### src/rtl/riscv_pkg.sv
// Shared RV64I core constants: register width, register count and
// register-address type used by the register file, ALU and decoder.
package riscv_pkg;

  localparam int XLEN       = 64;
  localparam int NREG       = 32;
  localparam int REG_ADDR_W = 5;

  typedef logic [REG_ADDR_W-1:0] reg_addr_t;
  typedef logic [XLEN-1:0]       xlen_t;

endpackage

### src/rtl/register_file_if.sv
// Register file access bundle: two read ports, one write port, pending
// scoreboard control and the resulting operands/stall.
interface register_file_if;
  import riscv_pkg::*;

  reg_addr_t         rs1_addr;
  reg_addr_t         rs2_addr;
  reg_addr_t         rd_addr;
  logic              reg_write;
  xlen_t             write_data;
  logic              pend_set;
  reg_addr_t         pend_addr;
  xlen_t             read_data1;
  xlen_t             read_data2;
  logic              stall;
  logic [NREG-1:0]   pending;

  modport master (
    output rs1_addr, rs2_addr, rd_addr, reg_write, write_data,
           pend_set, pend_addr,
    input  read_data1, read_data2, stall, pending
  );

  modport slave (
    input  rs1_addr, rs2_addr, rd_addr, reg_write, write_data,
           pend_set, pend_addr,
    output read_data1, read_data2, stall, pending
  );

endinterface

### src/rtl/reg_scoreboard.sv
// Per-register pending flags for multi-cycle producers. A new producer
// (pend_set) wins over a write-back that retires the older one; stall is
// looked up from registered flags only.
module reg_scoreboard
  import riscv_pkg::*;
(
  input  logic            clk,
  input  logic            reset,
  input  logic            pend_set,
  input  reg_addr_t       pend_addr,
  input  logic            reg_write,
  input  reg_addr_t       rd_addr,
  input  reg_addr_t       rs1_addr,
  input  reg_addr_t       rs2_addr,
  output logic [NREG-1:0] pending,
  output logic            stall
);

  logic [NREG-1:1] pend_q;

  // Set on issue, clear on write-back, set takes priority; x0 has no flop.
  always_ff @(posedge clk or posedge reset) begin
    if (reset) begin
      pend_q <= '0;
    end else begin
      for (int i = 1; i < NREG; i++) begin
        if (pend_set && pend_addr == reg_addr_t'(i)) begin
          pend_q[i] <= 1'b1;
        end else if (reg_write && rd_addr == reg_addr_t'(i)) begin
          pend_q[i] <= 1'b0;
        end
      end
    end
  end

  assign pending = {pend_q, 1'b0};
  assign stall   = pending[rs1_addr] | pending[rs2_addr];

endmodule

### src/rtl/register_file.sv
// Architectural integer register file: NREG x XLEN storage with hardwired
// x0, two combinational read ports with optional write-to-read bypass, one
// clocked write port and a pending scoreboard for multi-cycle producers.
module register_file
  import riscv_pkg::*;
#(
  parameter bit BYPASS = 1'b1
) (
  input  logic            clk,
  input  logic            reset,
  register_file_if.slave  rf
);

  xlen_t regs [NREG];
  logic  bypass_hit1;
  logic  bypass_hit2;

  // Storage update; x0 is never written so it stays at its reset value.
  always_ff @(posedge clk or posedge reset) begin
    if (reset) begin
      for (int i = 0; i < NREG; i++) begin
        regs[i] <= '0;
      end
    end else if (rf.reg_write && rf.rd_addr != '0) begin
      regs[rf.rd_addr] <= rf.write_data;
    end
  end

  // Bypass is suppressed during reset so the ports read 0 while it is held.
  assign bypass_hit1 = BYPASS && !reset && rf.reg_write && (rf.rd_addr == rf.rs1_addr);
  assign bypass_hit2 = BYPASS && !reset && rf.reg_write && (rf.rd_addr == rf.rs2_addr);

  // Read port 1: x0, then same-cycle write, then stored value.
  always_comb begin
    if (reset || rf.rs1_addr == '0) begin
      rf.read_data1 = '0;
    end else if (bypass_hit1) begin
      rf.read_data1 = rf.write_data;
    end else begin
      rf.read_data1 = regs[rf.rs1_addr];
    end
  end

  // Read port 2: same priority as port 1, fully independent.
  always_comb begin
    if (reset || rf.rs2_addr == '0) begin
      rf.read_data2 = '0;
    end else if (bypass_hit2) begin
      rf.read_data2 = rf.write_data;
    end else begin
      rf.read_data2 = regs[rf.rs2_addr];
    end
  end

  reg_scoreboard u_scoreboard (
    .clk       (clk),
    .reset     (reset),
    .pend_set  (rf.pend_set),
    .pend_addr (rf.pend_addr),
    .reg_write (rf.reg_write),
    .rd_addr   (rf.rd_addr),
    .rs1_addr  (rf.rs1_addr),
    .rs2_addr  (rf.rs2_addr),
    .pending   (rf.pending),
    .stall     (rf.stall)
  );

endmodule
### src/flat_wrapper.sv
// flat-port wrapper written by rule: the top's interface ports become plain ports
module register_file_flat import riscv_pkg::*;
#(
  parameter bit BYPASS = 1'b1
)
  (clk, reset, rf_rs1_addr, rf_rs2_addr, rf_rd_addr, rf_reg_write, rf_write_data, rf_pend_set, rf_pend_addr, rf_read_data1, rf_read_data2, rf_stall, rf_pending);
  register_file_if rf_i ();
  input  logic clk;
  input  logic reset;
  input wire logic [$bits(rf_i.rs1_addr)-1:0] rf_rs1_addr;
  input wire logic [$bits(rf_i.rs2_addr)-1:0] rf_rs2_addr;
  input wire logic [$bits(rf_i.rd_addr)-1:0] rf_rd_addr;
  input wire logic [$bits(rf_i.reg_write)-1:0] rf_reg_write;
  input wire logic [$bits(rf_i.write_data)-1:0] rf_write_data;
  input wire logic [$bits(rf_i.pend_set)-1:0] rf_pend_set;
  input wire logic [$bits(rf_i.pend_addr)-1:0] rf_pend_addr;
  output wire logic [$bits(rf_i.read_data1)-1:0] rf_read_data1;
  output wire logic [$bits(rf_i.read_data2)-1:0] rf_read_data2;
  output wire logic [$bits(rf_i.stall)-1:0] rf_stall;
  output wire logic [$bits(rf_i.pending)-1:0] rf_pending;
  assign rf_i.rs1_addr = rf_rs1_addr;
  assign rf_i.rs2_addr = rf_rs2_addr;
  assign rf_i.rd_addr = rf_rd_addr;
  assign rf_i.reg_write = rf_reg_write;
  assign rf_i.write_data = rf_write_data;
  assign rf_i.pend_set = rf_pend_set;
  assign rf_i.pend_addr = rf_pend_addr;
  assign rf_read_data1 = rf_i.read_data1;
  assign rf_read_data2 = rf_i.read_data2;
  assign rf_stall = rf_i.stall;
  assign rf_pending = rf_i.pending;
  register_file #(.BYPASS(BYPASS)) u_core (.clk(clk), .reset(reset), .rf(rf_i));
endmodule
### config.mk
export PLATFORM = sky130hd
export DESIGN_NAME = register_file_flat
export DESIGN_NICKNAME = d
export VERILOG_FILES = /design/src/rtl/riscv_pkg.sv /design/src/rtl/register_file_if.sv /design/src/rtl/reg_scoreboard.sv /design/src/rtl/register_file.sv /design/src/flat_wrapper.sv
export SDC_FILE = /design/constraint.sdc
export NUM_CORES = 2
export LEC_CHECK = 0
export CAP_MARGIN = 20
export CORE_MARGIN = 5
export CORE_UTILIZATION = 45
export CTS_CLUSTER_SIZE = 24
export DETAILED_ROUTE_END_ITERATION = 16
export SYNTH_ARGS = -nofsm -noshare
export SYNTH_HDL_FRONTEND = slang
export SYNTH_SLANG_ARGS = --single-unit
### constraint.sdc
create_clock -name clk -period 102.6 [get_ports clk]
set_input_delay 10.26 -clock clk [delete_from_list [all_inputs] [get_ports clk]]
set_output_delay 10.26 -clock clk [all_outputs]
set_load 0.1 [all_outputs]
==> flow_summary.ini <==
[pwr]
netSwitchingFraction = 0.284
power_frac_seq = 0.436
ir_drop_v = 0.0000194
p_clk_frac = 0.340
powerDensity_nw_per_um2 = 20.1
p_total_mw = 2.50
leakagePower_nw = 52.7
p_comb_frac = 0.224
intPower_mw = 1.79
power_switching_mw = 0.709

[floorplanning]
die_h_um = 507
fp.coreArea_sq_um = 246000
start_util = 0.452
num_io_pins = 249
dieArea_sq_um = 257000
die_w_um = 507
rows = 182

[clock_tree]
cts_root_buf = clkbuf_16
clock-sinks = 2079
clockBufferDepth = 3
cts_setup_buffers = 0
cts_resized = 0
clk_latency_ns = 0.86
cts_htree_levels = 4
cts_made_buffers = 227
cts_tree = built
path_clk_slew_ns = 0.06
cts.hold.buffers_added = 0

[place]
place_hpwl_um = 189000
gp_congestion = 0.785
io_buffers = 247
pre_cts_ws_ns = 76.03

[grt]
grt_pass1_wl_um = 521000
grt_pass1_vias = 72300
track_usage = 0.275
antenna_found_initial = 12
grt_remaining_overflow = 0
grt_max_degree = 166

[sta]
min_period_over_period = 0.259
skew_ns = 0
final-max-slew-violation-count = 0
setup_tns_ns = 0
rsz0062_at_grt = false
setup_viol = 0
period_minus_slack_ns = 26.55
worst_slack_ns = 76.05
max_slew_margin = 0.187
worst_slew_pin_slew_ns = 1.21
finalHoldViolCount = 0
fmax_mhz = 37.7

[critical_path]
slowest_delay_ns = 1.02
critical_path.top_delay_family = buffers and inverters
end_kind = primary output
required_ns = 92.34
start_kind = input port
critPathSlowestCell = clkdlybuf4s50_1
cp_num_buf_inv = 6
arrival_ns = 16.29
critPathMaxFanout = 111
path_cells = buf_8, buf_4, buf_12, buf_4, buf_4, mux4_2, mux4_2, nand2b_1, a32o_1, clkdlybuf4s50_1
critical_path_class = input port to primary output
cpMostUsedCell = buf_4

[outcome]
status = complete, no violations

[routing]
routed_wl_um = 354000
drt_iter0_drc = 6151
routedWlPerCell_um = 34.3
dr.pass1.iters = 6
ant_nets = 0
vias_per_cell = 6.61
drc = 0
dr_total_vias = 68300

[yosys]
netlist_instances = 7043
ys.flop_type = dfrtp_1
netlist_area_sq_um = 111000
avgSynthCellArea_sq_um = 15.8
synth_edf_count = 0
async_flop_share = 1.00
synth_nets = 7131
synth_seq_area_share = 0.468
synth_seq_cells = 2079
yosys_warnings = 0
synthDistinctLibCells = 56

[finish]
nets = 6993
drive_gt1_frac = 0.504
syn2layout_area_growth_pct = 11.7

[job]
max-cap-violations = 0

[worst_hold_path]
min-delay-path-class = flip-flop to flip-flop
[metal layers]
layer	wire (um)	up-vias	global-route usage
met4	13400	4	0.0919
met2	171000	2586	0.448
met1	147000	37800	0.378
li1	-	27200	-
met5	25	-	0
met3	22800	664	0.0471
[path summary, 6_finish.rpt]
path / startpoint / cells after the start / slack, ns / to
min reg2reg: u_core.regs[2011] / 0 / 0.39 / u_core.regs[2011]
min: u_core.regs[2011] / 0 / 0.39 / u_core.regs[2011]
min in group asynchronous: reset / 2 / 9.95 / u_core.u_scoreboard.pend_q[29]
max: rf_rs2_addr[1] / 10 / 76.05 / rf_read_data2[44]
max reg2reg: u_core.regs[1158] / 1 / 101.77 / u_core.regs[1158]
max in group asynchronous: reset / 8 / 88.02 / u_core.regs[1249]
[state kept, by name, summed over array words and instances, names as in the netlist]
| register | flops |
|---|---|
| u_core.u_scoreboard.pend_q | 31 |
| u_core.regs | 2048 |
[cell families (layout without fill, tap and decap cells)]
family	Yosys count	after routing	share of synthesized area
xor gates and xnor gates	10	10	0.000788
buffers and inverters	842	895	0.0337
and+or+nand+nor	337	337	0.0152
AOI/OAI and AO/OA	407	407	0.0265
other	1	6	0.0000337
muxes	3367	3367	0.456
DFF	2079	2079	0.468
[final cells by class]
| class | count | area [sq um] |
|---|---|---|
| repair buffers | 470 | 4620 |
| clock buffers | 348 | 6880 |
| diodes | 5 | 12.5 |
| fillers | 20400 | 122000 |
| well taps | 3220 | 4030 |
| clock inverters | 72 | 835 |
| multi-input cells | 4122 | 55700 |
| inverters | 5 | 33.8 |
| flip-flops and latches | 2079 | 52000 |
[stage by stage]
stage | util | area [sq um] | instances | hold WS, ns
detailed placement | 0.471 | 116000 | 9875 | 0.383
CTS | 0.503 | 124000 | 10300 | 0.396
finish | 0.505 | 124000 | 10300 | 0.393
global route | 0.505 | 124000 | 10300 | 0.405
floorplan | - | 111000 | 7043 | 0.441
global placement | 0.471 | 116000 | 9870 | 0.376
[cell usage in the layout, fill, tap and decap left out, types with 60 or more instances in the layout]
master	n
a211oi_1	60
a32o_1	67
nor2b_1	62
clkbuf_8	63
mux2_2	1795
nand2_1	70
o31ai_1	67
nand2b_1	63
o22ai_1	64
dfrtp_1	2079
nor2_1	76
mux2i_1	109
mux2_1	320
a21oi_1	63
mux4_2	1137
buf_4	190
clkbuf_16	235
clkdlybuf4s50_1	237
[power by group through the flow]
stage / clock (mW) / sequential [mW] / combinational (mW)
CTS: 0.865 / 1.08 / 0.560
detailed placement: 0 / 1.10 / 0.559
global placement: 0 / 1.09 / 0.549
global route: 0.899 / 1.11 / 0.596
floorplan: 0 / 1.09 / 0.434
finish: 0.848 / 1.09 / 0.559
[cells in the mapped netlist, types with 4 or more instances]
cell         n  area, sq um
mux2_1     320         3600
o21ai_0     30          150
a22oi_1      4         30.0
a21oi_1     63          315
nor2_2       5         31.3
nand2b_1    63          394
xor2_1       4         35.0
dfrtp_1   2079        52000
nor2_1      89          334
mux4_2    1137        25600
o31ai_1     67          503
nand2_1     88          330
buf_1       37          139
buf_2      194          971
a211oi_1    60          450
a22o_1      11         96.3
mux4_1       5          131
clkbuf_1   556         2090
mux2_2    1795        20200
o22ai_1     64          400
nand3b_1     4         30.0
buf_6       26          293
a32o_1      67          671
xnor2_1      6         52.6
buf_4       18          135
o21ai_1      8         40.0
nand3_1      4         20.0
nor2b_1     62          388
nor3b_1      6         45.0
a221oi_1    18          158
mux2i_1    109         1090
o211ai_1     4         30.0
(Power assumes the default switching activity.)
